## src/rtl/pipe_pkg.sv

```systemverilog
// Shared definitions for the 5-stage core pipeline control slice.
// Holds the forwarding-select encodings, the hazard controller state
// encoding and the NOP instruction word used when a stage is killed.
package pipe_pkg;

  // EX-stage operand source selects
  localparam logic [1:0] FWD_RF  = 2'b00;
  localparam logic [1:0] FWD_MEM = 2'b01;
  localparam logic [1:0] FWD_WB  = 2'b10;

  // Instruction word loaded into a killed/bubbled pipeline register
  localparam logic [31:0] NOP_INSTR = 32'b0;

  // Hazard controller states
  typedef enum logic [1:0] {
    ST_BOOT = 2'd0,
    ST_RUN  = 2'd1,
    ST_WAIT = 2'd2
  } hz_state_t;

endpackage

```

## src/rtl/fwd_unit.sv

```systemverilog
// EX-stage forwarding select for a single source operand.
// Ports:
//   i_ex_rs          : EX-stage source register index
//   i_mem_rd/_we     : MEM-stage destination and write flag
//   i_wb_rd/_we      : WB-stage destination and write flag
//   o_sel            : FWD_RF / FWD_MEM / FWD_WB
// Purely combinational; the younger MEM result wins over WB.
module fwd_unit
  import pipe_pkg::*;
#(
  parameter int REG_AW = 3
) (
  input  logic [REG_AW-1:0] i_ex_rs,
  input  logic [REG_AW-1:0] i_mem_rd,
  input  logic              i_mem_we,
  input  logic [REG_AW-1:0] i_wb_rd,
  input  logic              i_wb_we,
  output logic [1:0]        o_sel
);

  logic w_mem_hit;
  logic w_wb_hit;

  // Register 0 is hard-wired zero, so a write to it is never forwarded
  assign w_mem_hit = i_mem_we && (i_mem_rd != '0) && (i_mem_rd == i_ex_rs);
  assign w_wb_hit  = i_wb_we  && (i_wb_rd  != '0) && (i_wb_rd  == i_ex_rs);

  always_comb begin
    o_sel = FWD_RF;
    if (w_mem_hit)     o_sel = FWD_MEM;
    else if (w_wb_hit) o_sel = FWD_WB;
  end

endmodule

```

## src/rtl/pipe_hazard_ctrl.sv

```systemverilog
// Central pipeline controller for the 5-stage RISC core.
// Sequences the post-reset flush, the load-use interlock and the
// data-memory wait/timeout, drives IF/ID stall/kill1, PC enable,
// ID/EX bubble insert and the whole-pipe freeze, generates EX forwarding
// selects and keeps saturating stall/flush performance counters.
// Ports:
//   clk, reset                    : clock, async active-high reset
//   id_rs1/2, id_use1/2           : ID-stage sources and read flags
//   ex_rd, ex_mem_read, ex_reg_write : EX-stage destination info
//   mem_rd/mem_reg_write, wb_rd/wb_reg_write : later-stage writers
//   ex_rs1/2                      : EX-stage sources for forwarding
//   id_redirect                   : branch/jump taken in ID
//   dmem_req, dmem_ready          : data-memory handshake
//   stall_pc, stall, kill1, bubble_idex, freeze : pipeline controls
//   fwd_a, fwd_b                  : forwarding selects
//   mem_timeout                   : sticky memory timeout flag
//   stall_cnt, flush_cnt          : saturating performance counters
// Control outputs are combinational from state and inputs; only the
// state, the wait counter, the counters and the timeout flag are flops.
module pipe_hazard_ctrl
  import pipe_pkg::*;
#(
  parameter int REG_AW   = 3,
  parameter int WAIT_MAX = 15,
  parameter int CNT_W    = 16
) (
  input  logic              clk,
  input  logic              reset,
  input  logic [REG_AW-1:0] id_rs1,
  input  logic [REG_AW-1:0] id_rs2,
  input  logic              id_use1,
  input  logic              id_use2,
  input  logic [REG_AW-1:0] ex_rd,
  input  logic              ex_mem_read,
  input  logic              ex_reg_write,
  input  logic [REG_AW-1:0] mem_rd,
  input  logic              mem_reg_write,
  input  logic [REG_AW-1:0] wb_rd,
  input  logic              wb_reg_write,
  input  logic [REG_AW-1:0] ex_rs1,
  input  logic [REG_AW-1:0] ex_rs2,
  input  logic              id_redirect,
  input  logic              dmem_req,
  input  logic              dmem_ready,
  output logic              stall_pc,
  output logic              stall,
  output logic              kill1,
  output logic              bubble_idex,
  output logic              freeze,
  output logic [1:0]        fwd_a,
  output logic [1:0]        fwd_b,
  output logic              mem_timeout,
  output logic [CNT_W-1:0]  stall_cnt,
  output logic [CNT_W-1:0]  flush_cnt
);

  localparam int WCW = $clog2(WAIT_MAX + 1);

  function automatic logic [CNT_W-1:0] sat_inc(input logic [CNT_W-1:0] v);
    return (&v) ? v : v + CNT_W'(1);
  endfunction

  hz_state_t      r_state;
  hz_state_t      w_next_state;
  logic [WCW-1:0] r_wait_cnt;
  logic [WCW-1:0] w_wait_next;
  logic           w_timeout_set;
  logic           w_load_use;

  // A load whose result is needed by the instruction in ID cannot be
  // forwarded in time; x0 never creates a dependency.
  assign w_load_use = ex_mem_read && ex_reg_write && (ex_rd != '0) &&
                      ((id_use1 && (id_rs1 == ex_rd)) ||
                       (id_use2 && (id_rs2 == ex_rd)));

  fwd_unit #(.REG_AW(REG_AW)) u_fwd_a (
    .i_ex_rs  (ex_rs1),
    .i_mem_rd (mem_rd),
    .i_mem_we (mem_reg_write),
    .i_wb_rd  (wb_rd),
    .i_wb_we  (wb_reg_write),
    .o_sel    (fwd_a)
  );

  fwd_unit #(.REG_AW(REG_AW)) u_fwd_b (
    .i_ex_rs  (ex_rs2),
    .i_mem_rd (mem_rd),
    .i_mem_we (mem_reg_write),
    .i_wb_rd  (wb_rd),
    .i_wb_we  (wb_reg_write),
    .o_sel    (fwd_b)
  );

  always_comb begin
    stall_pc      = 1'b0;
    stall         = 1'b0;
    kill1         = 1'b0;
    bubble_idex   = 1'b0;
    freeze        = 1'b0;
    w_next_state  = r_state;
    w_wait_next   = r_wait_cnt;
    w_timeout_set = 1'b0;
    case (r_state)
      ST_BOOT: begin
        // Flush whatever the IF/ID register powered up with
        kill1        = 1'b1;
        w_next_state = ST_RUN;
      end
      ST_RUN: begin
        if (dmem_req && !dmem_ready) begin
          freeze       = 1'b1;
          stall        = 1'b1;
          stall_pc     = 1'b1;
          w_next_state = ST_WAIT;
          w_wait_next  = WCW'(1);
        end else if (w_load_use) begin
          // Redirect is dropped here; the branch stays in ID and is
          // re-evaluated next cycle, which keeps kill1 away from stall.
          stall       = 1'b1;
          stall_pc    = 1'b1;
          bubble_idex = 1'b1;
        end else if (id_redirect) begin
          kill1 = 1'b1;
        end
      end
      ST_WAIT: begin
        if (dmem_ready) begin
          w_next_state = ST_RUN;
          w_wait_next  = '0;
        end else if (r_wait_cnt == WCW'(WAIT_MAX)) begin
          // Give up on the access: release the pipe and flag it
          w_timeout_set = 1'b1;
          w_next_state  = ST_RUN;
          w_wait_next   = '0;
        end else begin
          freeze      = 1'b1;
          stall       = 1'b1;
          stall_pc    = 1'b1;
          w_wait_next = r_wait_cnt + WCW'(1);
        end
      end
      default: begin
        w_next_state = ST_BOOT;
        w_wait_next  = '0;
      end
    endcase
  end

  always_ff @(posedge clk or posedge reset) begin
    if (reset) begin
      r_state     <= ST_BOOT;
      r_wait_cnt  <= '0;
      mem_timeout <= 1'b0;
      stall_cnt   <= '0;
      flush_cnt   <= '0;
    end else begin
      r_state    <= w_next_state;
      r_wait_cnt <= w_wait_next;
      if (w_timeout_set) mem_timeout <= 1'b1;
      if (stall && (r_state != ST_BOOT)) stall_cnt <= sat_inc(stall_cnt);
      if (kill1 && (r_state == ST_RUN))  flush_cnt <= sat_inc(flush_cnt);
    end
  end

endmodule

```

## config.mk

```make
export PLATFORM = sky130hd
export DESIGN_NAME = pipe_hazard_ctrl
export DESIGN_NICKNAME = d
export VERILOG_FILES = /design/src/rtl/pipe_pkg.sv /design/src/rtl/fwd_unit.sv /design/src/rtl/pipe_hazard_ctrl.sv
export SDC_FILE = /design/constraint.sdc
export NUM_CORES = 1
export LEC_CHECK = 0
export ABC_AREA = 1
export BUFFER_PORTS_ARGS = -buffer_cell sky130_fd_sc_hd__clkbuf_2
export CORE_ASPECT_RATIO = 1.75
export CORE_MARGIN = 3
export CORE_UTILIZATION = 50
export CTS_CLUSTER_DIAMETER = 200
export DETAILED_ROUTE_END_ITERATION = 12
export PLACE_DENSITY_LB_ADDON = 0.15
export SLEW_MARGIN = 30
export SYNTH_ARGS = -nofsm -noshare
export SYNTH_HDL_FRONTEND = slang
export SYNTH_SLANG_ARGS = --single-unit
```

## constraint.sdc

```tcl
create_clock -name clk -period 2.3 [get_ports clk]
set_clock_uncertainty 0.05 [all_clocks]
set_input_delay 0.46 -clock clk [delete_from_list [all_inputs] [get_ports clk]]
set_output_delay 0.46 -clock clk [all_outputs]
set_load 0.05 [all_outputs]
```

==> metrics.md <==
| Metric | Value |
|---|---|
| Syn avg cell area | 7.14 um^2 |
| Global-route usage over all layers | 22.2% |
| Initial Util | 52.8% |
| CTS Buffer Depth | 2 |
| Vias/cell | 5.14 |
| Worst path arrival time | 1.70 ns |
| Warnings, synthesis | 0 |
| Rows | 35 |
| Slew margin rel. | 66.6% |
| First-pass GRT wire length | 12.0 mm |
| Clk pwr share | 21.1% |
| Die Area | 0.00662 mm^2 |
| Core box area | 0.00534 mm^2 |
| RSZ-0062 raised after global routing | yes |
| Antenna violations before repair | 0 |
| Reg-to-Reg Start | r_state[1] |
| Dpl cell area | 0.00326 mm^2 |
| Post-Synthesis Cells | 395 |
| R2r endpoint | stall_cnt[2] |
| Ant. Diodes | 0 |
| Worst-path fanout max | 5 |
| Critical Path Sink Type | primary output |
| Cell-internal power | 1.53 mW |
| Clk sinks | 39 |
| Post-synth EDFFs | 0 |
| I/O Buffers | 73 |
| Share of cells above drive strength 1 | 22.6% |
| Final instance area | 0.00345 mm^2 |
| Die Span X | 62.8 um |
| Status | finished, final reports clean |
| Post-synth top flop | dfrtp_1 |
| Crit Path Class | reg2out |
| Hold crit path type | in2async |
| Peak VDD IR | 0.694 mV |
| Commonest non-fill, non-tap cells in the layout | nand2_1 (138), clkbuf_2 (69), inv_1 (39), dfrtp_1 (39), nor2_1 (37) |
| Leak Pwr | 1.94 nW |
| Post-synth ARST share | 100% |
| Mapped cell area | 0.00282 mm^2 |
| H-tree Lvls | 2 |
| Final min period | 2.21 ns |
| TritonCTS clock tree | yes |
| Num CTS Buffers | 5 |
| First-pass DRT Iterations | 5 |
| Part of the power in combinational logic | 48.6% |
| Pwr Density | 830 mW/mm^2 |
| Antenna-violating nets left | 0 |
| Most common cell after layout, fill and taps aside | nand2_1 |
| Die H | 105 um |
| Type of origin of the critical path | flop |
| Largest net degree at the start of global routing | 40 |
| Sequential area share after synthesis | 34.6% |
| Reported net switching power | 1.33 mW |
| WP data required | 1.79 ns |
| Worst slew pin tran | 0.502 ns |
| Root buffer cell | clkbuf_8 |
| Final Cycle Share | 95.9% |
| Final Total Pwr | 2.86 mW |
| Flop pwr share | 30.3% |
| Area growth syn-to-layout | 22.3% |
| Drc violations | 0 |
| #FFs+latches synth | 39 |
| Post-Layout Cell Count | 551 |
| Total vias in the final route | 2832 |
| Final hold viol count | 0 |
| Switching share of power | 46.4% |
| RePlAce Congestion | 0.902 |
| CTS clock-pin slew for the worst setup and hold paths | 0.08 ns |
| Setup violations, final | 0 |
| Gr ovfl total | 0 |
| Clock Latency Late Sink | 0.29 ns |
| IO Pins | 74 |
| Max Freq | 453 MHz |
| Distinct cells, synth | 31 |
| Final WL | 7.16 mm |
| Routed len/inst | 13.0 um |
| Nets | 515 |
| DR iter-0 viols | 109 |
| Fill count | 538 |
| Final Max Slew Viols | 0 |
| Dpl cells | 538 |
| Vias in the first global route | 2721 |
| Worst R2R Setup Slack | 0.17 ns |
| Syn_nets | 434 |
| Hpwl dp | 5.55 mm |
| Max Cap Viol | 0 |
| R2R depth | 11 |
-- logic make-up after synthesis --
group           count (synthesis)  share of synthesized area, %
simple gates                  247                          39.0
buf+inv                        51                          7.89
flops                          39                          34.6
xor+xnor                       38                          11.8
compound gates                 13                          3.59
fa+ha+maj                       7                          3.10
-- per-layer routing --
layer | share of wire [%] | up-vias | wire, um | GRT usage [%]
met5 | 0 | - | 0 | 0
met4 | 3.3 | 0 | 234 | 10.4
met3 | 3.2 | 21 | 231 | 2.88
met2 | 56 | 82 | 4020 | 42.9
met1 | 37 | 1314 | 2670 | 22.9
li1 | - | 1415 | - | -
-- per-stage QoR --
stage / util, % / setup slack, ns / hold slack [ns] / TNS, ns
CTS: 63.7 / 0.0253 / 0.228 / 0
finish: 64.6 / 0.0933 / 0.203 / 0
floorplan: - / 0.0708 / 0.429 / 0
detailed placement: 60.9 / 0.237 / 0.417 / 0
global route: 64.6 / -0.000444 / 0.287 / -0.000444
global placement: 60.9 / 0.247 / 0.407 / 0
-- cell type report --
| type | count | area (um^2) | share of cell area, % |
|---|---|---|---|
| clock inverter | 2 | 35.0 | 1.02 |
| timing repair buffer | 84 | 473 | 13.7 |
| inverter | 41 | 154 | 4.46 |
| clock buffer | 6 | 82.6 | 2.39 |
| tap | 74 | 92.6 | 2.68 |
| sequential | 39 | 976 | 28.3 |
| multi-input combinational | 305 | 1640 | 47.4 |
-- registers in the layout, indices dropped and copies added (netlist names) --
register     cells
r_state          2
r_wait_cnt       4
mem_timeout      1
stall_cnt       16
flush_cnt       16
-- power groups by stage --
stage          Sequential (mW)  Clock (mW)  Combinational [mW]
2_1_floorplan             1.05           0               0.782
3_3_place_gp             0.884           0                1.26
3_5_place_dp             0.889           0                1.28
4_1_cts                  0.874       0.620                1.32
5_1_grt                  0.878       0.648                1.52
6_report                 0.867       0.604                1.39
-- worst max-delay path by stage --
stage	endpoint	depth (start not counted)	slack, ns	from
final	stall_pc	7	0.09	r_state[1]
after global placement	fwd_b[1]	6	0.25	mem_rd[1]
after detailed placement	fwd_b[1]	6	0.24	mem_rd[1]
after floorplan	stall_pc	10	0.07	r_state[0]
after global routing	stall_pc	9	-0.0004	r_wait_cnt[1]
after CTS	stall_pc	9	0.03	r_state[0]
-- Yosys cell counts (all sizes together), types with 2 or more instances --
cell type  instances  area, um^2
nor4               3        18.8
nor2              39         146
o21ai              6        30.0
inv               41         154
dfrtp             39         976
ha                 7        87.6
xor2              28         245
o31ai              4        30.0
buf                9        65.1
nand3b             2        15.0
nand4             19         134
xnor2             10        87.6
nand3             34         183
nor3               6        46.3
nand2            142         546
-- worst max-delay path, stage by stage (launching register included) --
cell     delay, ns
dfrtp_1       0.42
inv_1         0.09
ha_2          0.38
nand2_1       0.06
inv_1         0.05
nand3_1       0.08
nand2_2       0.17
buf_8         0.17
-- timing repair --
action,in CTS,in global routing
setup endpoints to repair,3,4
hold buffers,0,0
resized for setup,6,9
setup buffers,1,4
pin swaps,0,2
Power figures use the tool's default switching activity.
